===== config.mk =====
export PLATFORM = sky130hd
export DESIGN_NAME = wb_stage_flat
export DESIGN_NICKNAME = d
export VERILOG_FILES = /design/src/rtl/wb_stage_pkg.sv /design/src/rtl/wb_stage_if.sv /design/src/rtl/wb_stage_load_align.sv /design/src/rtl/wb_stage.sv /design/src/flat_wrapper.sv
export SDC_FILE = /design/constraint.sdc
export NUM_CORES = 1
export LEC_CHECK = 0
export CELL_PAD_IN_SITES_DETAIL_PLACEMENT = 0
export CELL_PAD_IN_SITES_GLOBAL_PLACEMENT = 1
export CORE_MARGIN = 5
export CORE_UTILIZATION = 28
export CTS_BUF_LIST = sky130_fd_sc_hd__clkbuf_4 sky130_fd_sc_hd__clkbuf_8
export DETAILED_ROUTE_END_ITERATION = 12
export GPL_TIMING_DRIVEN = 0
export PLACE_DENSITY = 0.89
export SLEW_MARGIN = 20
export SYNTH_ARGS = -nofsm -noshare
export SYNTH_HDL_FRONTEND = slang
export SYNTH_SLANG_ARGS = --single-unit

===== constraint.sdc =====
create_clock -name clk -period 1.6 [get_ports clk]
set_clock_uncertainty 0.1 [all_clocks]
set_input_delay 0.32 -clock clk [delete_from_list [all_inputs] [get_ports clk]]
set_output_delay 0.32 -clock clk [all_outputs]
set_load 0.01 [all_outputs]

===== src/rtl/wb_stage_pkg.sv =====
// Shared core package for the writeback stage: result-select and load-size
// encodings plus the stage FSM state type.
package wb_stage_pkg;

  localparam int unsigned XLEN_DEFAULT = 64;

  localparam logic [1:0] WB_SEL_ALU  = 2'b00;
  localparam logic [1:0] WB_SEL_LOAD = 2'b01;
  localparam logic [1:0] WB_SEL_PC4  = 2'b10;
  localparam logic [1:0] WB_SEL_ALT  = 2'b11;

  localparam logic [2:0] FUNCT3_LB  = 3'b000;
  localparam logic [2:0] FUNCT3_LH  = 3'b001;
  localparam logic [2:0] FUNCT3_LW  = 3'b010;
  localparam logic [2:0] FUNCT3_LD  = 3'b011;
  localparam logic [2:0] FUNCT3_LBU = 3'b100;
  localparam logic [2:0] FUNCT3_LHU = 3'b101;
  localparam logic [2:0] FUNCT3_LWU = 3'b110;

  typedef logic [0:0] wb_state_t;
  localparam wb_state_t ST_IDLE      = 1'b0;
  localparam wb_state_t ST_WAIT_LOAD = 1'b1;

endpackage


===== src/rtl/wb_stage_if.sv =====
// EX/MEM -> WB handshake, load response and register-file write port.
// Optional forwarding outputs exist only when WB_BYPASS_EN is defined.
interface wb_stage_if #(parameter int unsigned XLEN = 64);
  logic            in_valid;
  logic            in_ready;
  logic [4:0]      in_rd_addr;
  logic            in_reg_write;
  logic [1:0]      in_wb_sel;
  logic [2:0]      in_funct3;
  logic [XLEN-1:0] in_alu_result;
  logic [XLEN-1:0] in_pc_plus4;
  logic            dmem_rsp_valid;
  logic [XLEN-1:0] dmem_rsp_data;
  logic [4:0]      rd_addr;
  logic [XLEN-1:0] rd_data;
  logic            reg_write;
  logic            busy;
`ifdef WB_BYPASS_EN
  logic            fwd_valid;
  logic [4:0]      fwd_rd_addr;
  logic [XLEN-1:0] fwd_data;
`endif

  modport master (
`ifdef WB_BYPASS_EN
    input  fwd_valid, fwd_rd_addr, fwd_data,
`endif
    output in_valid, in_rd_addr, in_reg_write, in_wb_sel, in_funct3,
    output in_alu_result, in_pc_plus4, dmem_rsp_valid, dmem_rsp_data,
    input  in_ready, rd_addr, rd_data, reg_write, busy
  );

  modport slave (
`ifdef WB_BYPASS_EN
    output fwd_valid, fwd_rd_addr, fwd_data,
`endif
    input  in_valid, in_rd_addr, in_reg_write, in_wb_sel, in_funct3,
    input  in_alu_result, in_pc_plus4, dmem_rsp_valid, dmem_rsp_data,
    output in_ready, rd_addr, rd_data, reg_write, busy
  );
endinterface


===== src/rtl/wb_stage_load_align.sv =====
// load_align: picks the addressed lane out of an aligned doubleword and
// sign/zero-extends it according to the load funct3.
module load_align
  import wb_stage_pkg::*;
#(
  parameter int unsigned XLEN = 64
) (
  input  logic [2:0]      funct3,
  input  logic [2:0]      addr_lo,
  input  logic [XLEN-1:0] data,
  output logic [XLEN-1:0] result
);

  logic [7:0]  byte_v;
  logic [15:0] half_v;
  logic [31:0] word_v;

  // Unaligned low address bits are simply dropped for wider accesses.
  always_comb begin
    byte_v = data[{addr_lo, 3'b000} +: 8];
    half_v = data[{addr_lo[2:1], 4'b0000} +: 16];
    word_v = data[{addr_lo[2], 5'b00000} +: 32];
    unique case (funct3)
      FUNCT3_LB:  result = {{(XLEN-8){byte_v[7]}}, byte_v};
      FUNCT3_LH:  result = {{(XLEN-16){half_v[15]}}, half_v};
      FUNCT3_LW:  result = {{(XLEN-32){word_v[31]}}, word_v};
      FUNCT3_LBU: result = {{(XLEN-8){1'b0}}, byte_v};
      FUNCT3_LHU: result = {{(XLEN-16){1'b0}}, half_v};
      FUNCT3_LWU: result = {{(XLEN-32){1'b0}}, word_v};
      default:    result = data;
    endcase
  end

endmodule


===== src/rtl/wb_stage.sv =====
// Writeback stage: single-cycle ALU/link writeback, two-state wait for loads.
// Define WB_BYPASS_EN to expose next-edge forwarding outputs.
module wb_stage
  import wb_stage_pkg::*;
#(
  parameter int unsigned XLEN = 64
) (
  input logic       clk,
  input logic       rst_n,
  wb_stage_if.slave bus
);

  wb_state_t       state, nxt_state;
  logic [4:0]      rd_addr_q, nxt_rd_addr;
  logic [XLEN-1:0] rd_data_q, nxt_rd_data;
  logic            reg_write_q, nxt_reg_write;

  logic [4:0]      ld_rd_q, nxt_ld_rd;
  logic            ld_we_q, nxt_ld_we;
  logic [2:0]      ld_funct3_q, nxt_ld_funct3;
  logic [2:0]      ld_addr_q, nxt_ld_addr;
  logic [XLEN-1:0] load_value;

  load_align #(.XLEN(XLEN)) u_load_align (
    .funct3  (ld_funct3_q),
    .addr_lo (ld_addr_q),
    .data    (bus.dmem_rsp_data),
    .result  (load_value)
  );

  always_comb begin
    nxt_state     = state;
    nxt_rd_addr   = rd_addr_q;
    nxt_rd_data   = rd_data_q;
    nxt_reg_write = 1'b0;
    nxt_ld_rd     = ld_rd_q;
    nxt_ld_we     = ld_we_q;
    nxt_ld_funct3 = ld_funct3_q;
    nxt_ld_addr   = ld_addr_q;
    if (state == ST_IDLE) begin
      if (bus.in_valid) begin
        if (bus.in_wb_sel == WB_SEL_LOAD) begin
          nxt_state     = ST_WAIT_LOAD;
          nxt_ld_rd     = bus.in_rd_addr;
          nxt_ld_we     = bus.in_reg_write;
          nxt_ld_funct3 = bus.in_funct3;
          nxt_ld_addr   = bus.in_alu_result[2:0];
        end else begin
          nxt_rd_addr   = bus.in_rd_addr;
          nxt_rd_data   = (bus.in_wb_sel == WB_SEL_PC4) ? bus.in_pc_plus4
                                                        : bus.in_alu_result;
          nxt_reg_write = bus.in_reg_write && (bus.in_rd_addr != 5'd0);
        end
      end
    end else if (bus.dmem_rsp_valid) begin
      nxt_state     = ST_IDLE;
      nxt_rd_addr   = ld_rd_q;
      nxt_rd_data   = load_value;
      nxt_reg_write = ld_we_q && (ld_rd_q != 5'd0);
    end
  end

  always_ff @(posedge clk or negedge rst_n) begin
    if (!rst_n) begin
      state       <= ST_IDLE;
      rd_addr_q   <= '0;
      rd_data_q   <= '0;
      reg_write_q <= 1'b0;
      ld_rd_q     <= '0;
      ld_we_q     <= 1'b0;
      ld_funct3_q <= '0;
      ld_addr_q   <= '0;
    end else begin
      state       <= nxt_state;
      rd_addr_q   <= nxt_rd_addr;
      rd_data_q   <= nxt_rd_data;
      reg_write_q <= nxt_reg_write;
      ld_rd_q     <= nxt_ld_rd;
      ld_we_q     <= nxt_ld_we;
      ld_funct3_q <= nxt_ld_funct3;
      ld_addr_q   <= nxt_ld_addr;
    end
  end

  assign bus.in_ready  = (state == ST_IDLE);
  assign bus.busy      = (state == ST_WAIT_LOAD);
  assign bus.rd_addr   = rd_addr_q;
  assign bus.rd_data   = rd_data_q;
  assign bus.reg_write = reg_write_q;

`ifdef WB_BYPASS_EN
  assign bus.fwd_valid   = nxt_reg_write;
  assign bus.fwd_rd_addr = nxt_rd_addr;
  assign bus.fwd_data    = nxt_rd_data;
`endif

endmodule


===== src/flat_wrapper.sv =====
// flat-port wrapper written by rule: the top's interface ports become plain ports
module wb_stage_flat import wb_stage_pkg::*;
#(
  parameter int unsigned XLEN = 64
)
  (clk, rst_n, bus_in_valid, bus_in_rd_addr, bus_in_reg_write, bus_in_wb_sel, bus_in_funct3, bus_in_alu_result, bus_in_pc_plus4, bus_dmem_rsp_valid, bus_dmem_rsp_data, bus_in_ready, bus_rd_addr, bus_rd_data, bus_reg_write, bus_busy);
  wb_stage_if #(.XLEN(XLEN)) bus_i ();
  input logic clk;
  input logic rst_n;
  input wire logic [$bits(bus_i.in_valid)-1:0] bus_in_valid;
  input wire logic [$bits(bus_i.in_rd_addr)-1:0] bus_in_rd_addr;
  input wire logic [$bits(bus_i.in_reg_write)-1:0] bus_in_reg_write;
  input wire logic [$bits(bus_i.in_wb_sel)-1:0] bus_in_wb_sel;
  input wire logic [$bits(bus_i.in_funct3)-1:0] bus_in_funct3;
  input wire logic [$bits(bus_i.in_alu_result)-1:0] bus_in_alu_result;
  input wire logic [$bits(bus_i.in_pc_plus4)-1:0] bus_in_pc_plus4;
  input wire logic [$bits(bus_i.dmem_rsp_valid)-1:0] bus_dmem_rsp_valid;
  input wire logic [$bits(bus_i.dmem_rsp_data)-1:0] bus_dmem_rsp_data;
  output wire logic [$bits(bus_i.in_ready)-1:0] bus_in_ready;
  output wire logic [$bits(bus_i.rd_addr)-1:0] bus_rd_addr;
  output wire logic [$bits(bus_i.rd_data)-1:0] bus_rd_data;
  output wire logic [$bits(bus_i.reg_write)-1:0] bus_reg_write;
  output wire logic [$bits(bus_i.busy)-1:0] bus_busy;
  assign bus_i.in_valid = bus_in_valid;
  assign bus_i.in_rd_addr = bus_in_rd_addr;
  assign bus_i.in_reg_write = bus_in_reg_write;
  assign bus_i.in_wb_sel = bus_in_wb_sel;
  assign bus_i.in_funct3 = bus_in_funct3;
  assign bus_i.in_alu_result = bus_in_alu_result;
  assign bus_i.in_pc_plus4 = bus_in_pc_plus4;
  assign bus_i.dmem_rsp_valid = bus_dmem_rsp_valid;
  assign bus_i.dmem_rsp_data = bus_dmem_rsp_data;
  assign bus_in_ready = bus_i.in_ready;
  assign bus_rd_addr = bus_i.rd_addr;
  assign bus_rd_data = bus_i.rd_data;
  assign bus_reg_write = bus_i.reg_write;
  assign bus_busy = bus_i.busy;
  wb_stage #(.XLEN(XLEN)) u_core (.clk(clk), .rst_n(rst_n), .bus(bus_i));
endmodule

==> impl_metrics.py <==
metrics = {
    "critical_path": {
        "regToRegEndpoint": "u_core.bus.rd_data[22]",
        "crit_fanout": 8,
        "worstSetupStartpointType": "flop",
        "cp-end-kind": "flop",
        "r2r_slack_ps": -490,
        "critPathKind": "reg2reg",
        "ff2ff_path_depth": 9,
        "crit_arrival_ps": 2260,
        "cp-endpoint": "u_core.bus.rd_data[22]",
        "critPathRequiredTime_ps": 1770,
        "critPathLaunch": "u_core.ld_addr_q[1]",
        "r2r-start": "u_core.ld_addr_q[1]",
    },
    "global_routing": {
        "grt_usage_pct": 22.3,
        "grt_pass1_vias": 6812,
        "grt_use_met2_pct": 37.7,
        "grt-ovfl-total": 0,
        "antenna_found_initial": 1,
        "grt_max_degree": 47,
        "globalRouteMet1Util_pct": 27.2,
        "grt-busiest-layer": "met2",
        "met3_usage_pct": 5.94,
        "grt_pass1_wl_um": 41200,
    },
    "power": {
        "seq_power_share_pct": 29.2,
        "powerDensity_nw_per_um2": 959,
        "leakage_nw": 4.22,
        "intPower_mw": 6.21,
        "switching_share_pct": 37.5,
        "p_clk_share_pct": 18.9,
        "pwr-share-comb_pct": 51.9,
        "ir_drop_uv": 477,
        "switchingPower_mw": 3.73,
    },
    "yosys": {
        "netlist_area_um2": 5970,
        "synth-seq-area-share_pct": 34.8,
        "async_reset_ff_share_pct": 100,
        "yosys_warnings": 0,
        "ys_ff_latch": 83,
        "synthDistinctLibCells": 40,
        "syn_inst": 647,
        "synth.area.top_cells": "dfrtp_1 35%, mux2i_1 16%, a21oi_1 7.5%",
        "synth_edf_count": 0,
        "yosys.area.top_type": "dfrtp_1",
        "synth_top_area_share_pct": 34.8,
        "synth_flop_cell": "dfrtp_1",
        "syn_nets": 854,
        "avgSynthCellArea_um2": 9.22,
    },
    "timing": {
        "finalCritPeriodShare_pct": 130,
        "hold_viol": 0,
        "fmax_ghz": 0.479,
        "drv_slew": 0,
        "fin_ws_ps": -486,
        "fin_crit_ps": 2090,
        "max_slew_margin_pct": 57.3,
        "hold_ws_ps": 347,
        "rsz0062_at_grt": "yes",
        "worstMarginPinSlew_ps": 641,
        "setup_viol": 79,
    },
    "detailed_routing": {
        "vias_per_cell": 5.35,
        "wl_per_cell_um": 22.8,
        "vias": 6678,
        "finalWirelength_um": 28500,
        "antenna_left": 0,
        "drt_iter0_drc": 339,
        "drc": 0,
        "firstDrtPassIters": 4,
    },
    "floorplanning": {
        "dieArea_um2": 24300,
        "die_x_um": 156,
        "std_cell_rows": 53,
        "core-area_um2": 21000,
        "start_util_pct": 28.4,
        "io_pins": 279,
        "die_height_um": 156,
    },
    "clocking": {
        "cts_buffer_depth": 2,
        "cts_sinks": 83,
        "clk_latency_ps": 390,
        "clkTransAtPathRegs_ps": 100,
        "cts_tree": "done",
        "clockRootBuffer": "clkbuf_8",
        "htree_levels": 3,
        "cts_buffers": 9,
    },
    "cells_and_area": {
        "layout.cells.most_common": "clkdlybuf4s50_1",
        "area_growth_pct": 73.7,
        "nFillCells": 1990,
        "drive_gt1_share_pct": 24.8,
        "nets": 1176,
        "final_cell_mix": "205 x clkdlybuf4s50_1, 88 x mux2i_1, 81 x a21oi_1",
        "design_area_um2": 10400,
        "seq_area_um2": 2080,
        "multiInputGateArea_um2": 4030,
        "finalCoreUtilization_pct": 49.3,
    },
    "status": {
        "failed_checks": "setup timing",
        "status": "finished, violations left",
    },
    "flow_run": {
        "cap_violations": 0,
    },
    "place": {
        "placed_area_um2": 9180,
        "place_congestion": 0.903,
        "place_hpwl_um": 22200,
        "port-buffer-count": 278,
    },
    "worst_hold_path": {
        "hold_path.class": "in2async",
    },
}
## state kept, by name, summed over array words and instances, names as in the netlist
register / cells
u_core.bus.rd_addr: 5
u_core.bus.busy: 1
u_core.ld_addr_q: 3
u_core.bus.reg_write: 1
u_core.ld_we_q: 1
u_core.bus.rd_data: 64
u_core.ld_rd_q: 5
u_core.ld_funct3_q: 3
## area by class of cell
class	count	share of cell area [%]
multi-input combinational	496	38.9
timing repair buffer	313	29.5
sequential	83	20.1
buffer	63	5.71
tap	275	3.32
clock buffer	10	1.27
clock inverter	5	0.990
inverter	3	0.169
antenna	1	0.0241
## Yosys cell counts, types with 14 or more instances
cell	number
a31oi_1	17
nor2_1	18
mux2_2	21
a211o_1	16
a21oi_1	89
nand2_1	56
mux4_2	14
nor3_1	31
mux2i_1	96
clkbuf_1	35
a21oi_2	31
buf_2	20
dfrtp_1	83
o21ai_0	48
## worst max-delay path, cell delays in order (launching register included)
cell and delay (ps):
dfrtp_2 440, buf_8 150, mux2i_4 250, nand3b_1 140, nand4_1 150, buf_6 140
buf_8 140, buf_4 120, a31oi_4 90, a211o_1 240
## stage by stage
step | setup TNS (ps) | cells | setup slack, ps | power (mW)
after global routing | -30980 | 1249 | -544 | 10.5
final | -25900 | 1249 | -486 | 9.94
after CTS | -23790 | 1242 | -437 | 9.67
after detailed placement | -68860 | 1201 | -1050 | 7.53
after floorplan | -11680 | 647 | -207 | 5.26
after global placement | -322300 | 1200 | -3050 | 7.47
## timing repair
| action | 4_1_cts | 5_1_grt |
|---|---|---|
| resized for setup | 212 | 70 |
| hold endpoints to repair | 37 | 0 |
| hold buffers | 1 | 0 |
| setup buffers | 23 | 6 |
| cloned | 3 | 2 |
| endpoints found under the setup margin | 149 | 84 |
| pin swaps | 17 | 14 |
## power groups by stage
stage	registers, mW	logic (mW)	clock network, mW
after detailed placement	2.94	4.59	0
after floorplan	3.12	2.14	0
after CTS	2.88	4.89	1.90
after global routing	2.96	5.51	2.01
after global placement	2.92	4.55	0
final	2.90	5.15	1.88
## cells by family (layout without fill, tap and decap cells)
family	count (synthesis)	count (layout)	synth area share, %
other	0	1	0
AO/OA/AOI/OAI	232	232	24.0
multiplexers	131	131	25.4
AND/OR/NAND/NOR	133	133	10.5
flip-flops	83	83	34.8
buffers and inverters	68	394	5.33
## routing by layer
metal  share of wire [%]  wire [um]
met5                   0          0
met3                 8.7       2470
met1                  40      11300
met4                 3.7       1040
met2                  48      13700
## worst min-delay path by stage
stage                                from               endpoint  slack (ps)  depth (start not counted)
floorplan                           rst_n        u_core.bus.busy         -80                          0
global placement    u_core.bus.rd_addr[4]  u_core.bus.rd_addr[4]         370                          2
detailed placement                  rst_n  u_core.bus.rd_addr[1]         230                          1
CTS                                 rst_n  u_core.bus.rd_addr[1]         350                          2
global route                        rst_n  u_core.bus.rd_addr[1]         380                          2
finish                              rst_n  u_core.bus.rd_addr[1]         350                          2
(Power assumes the default switching activity.)
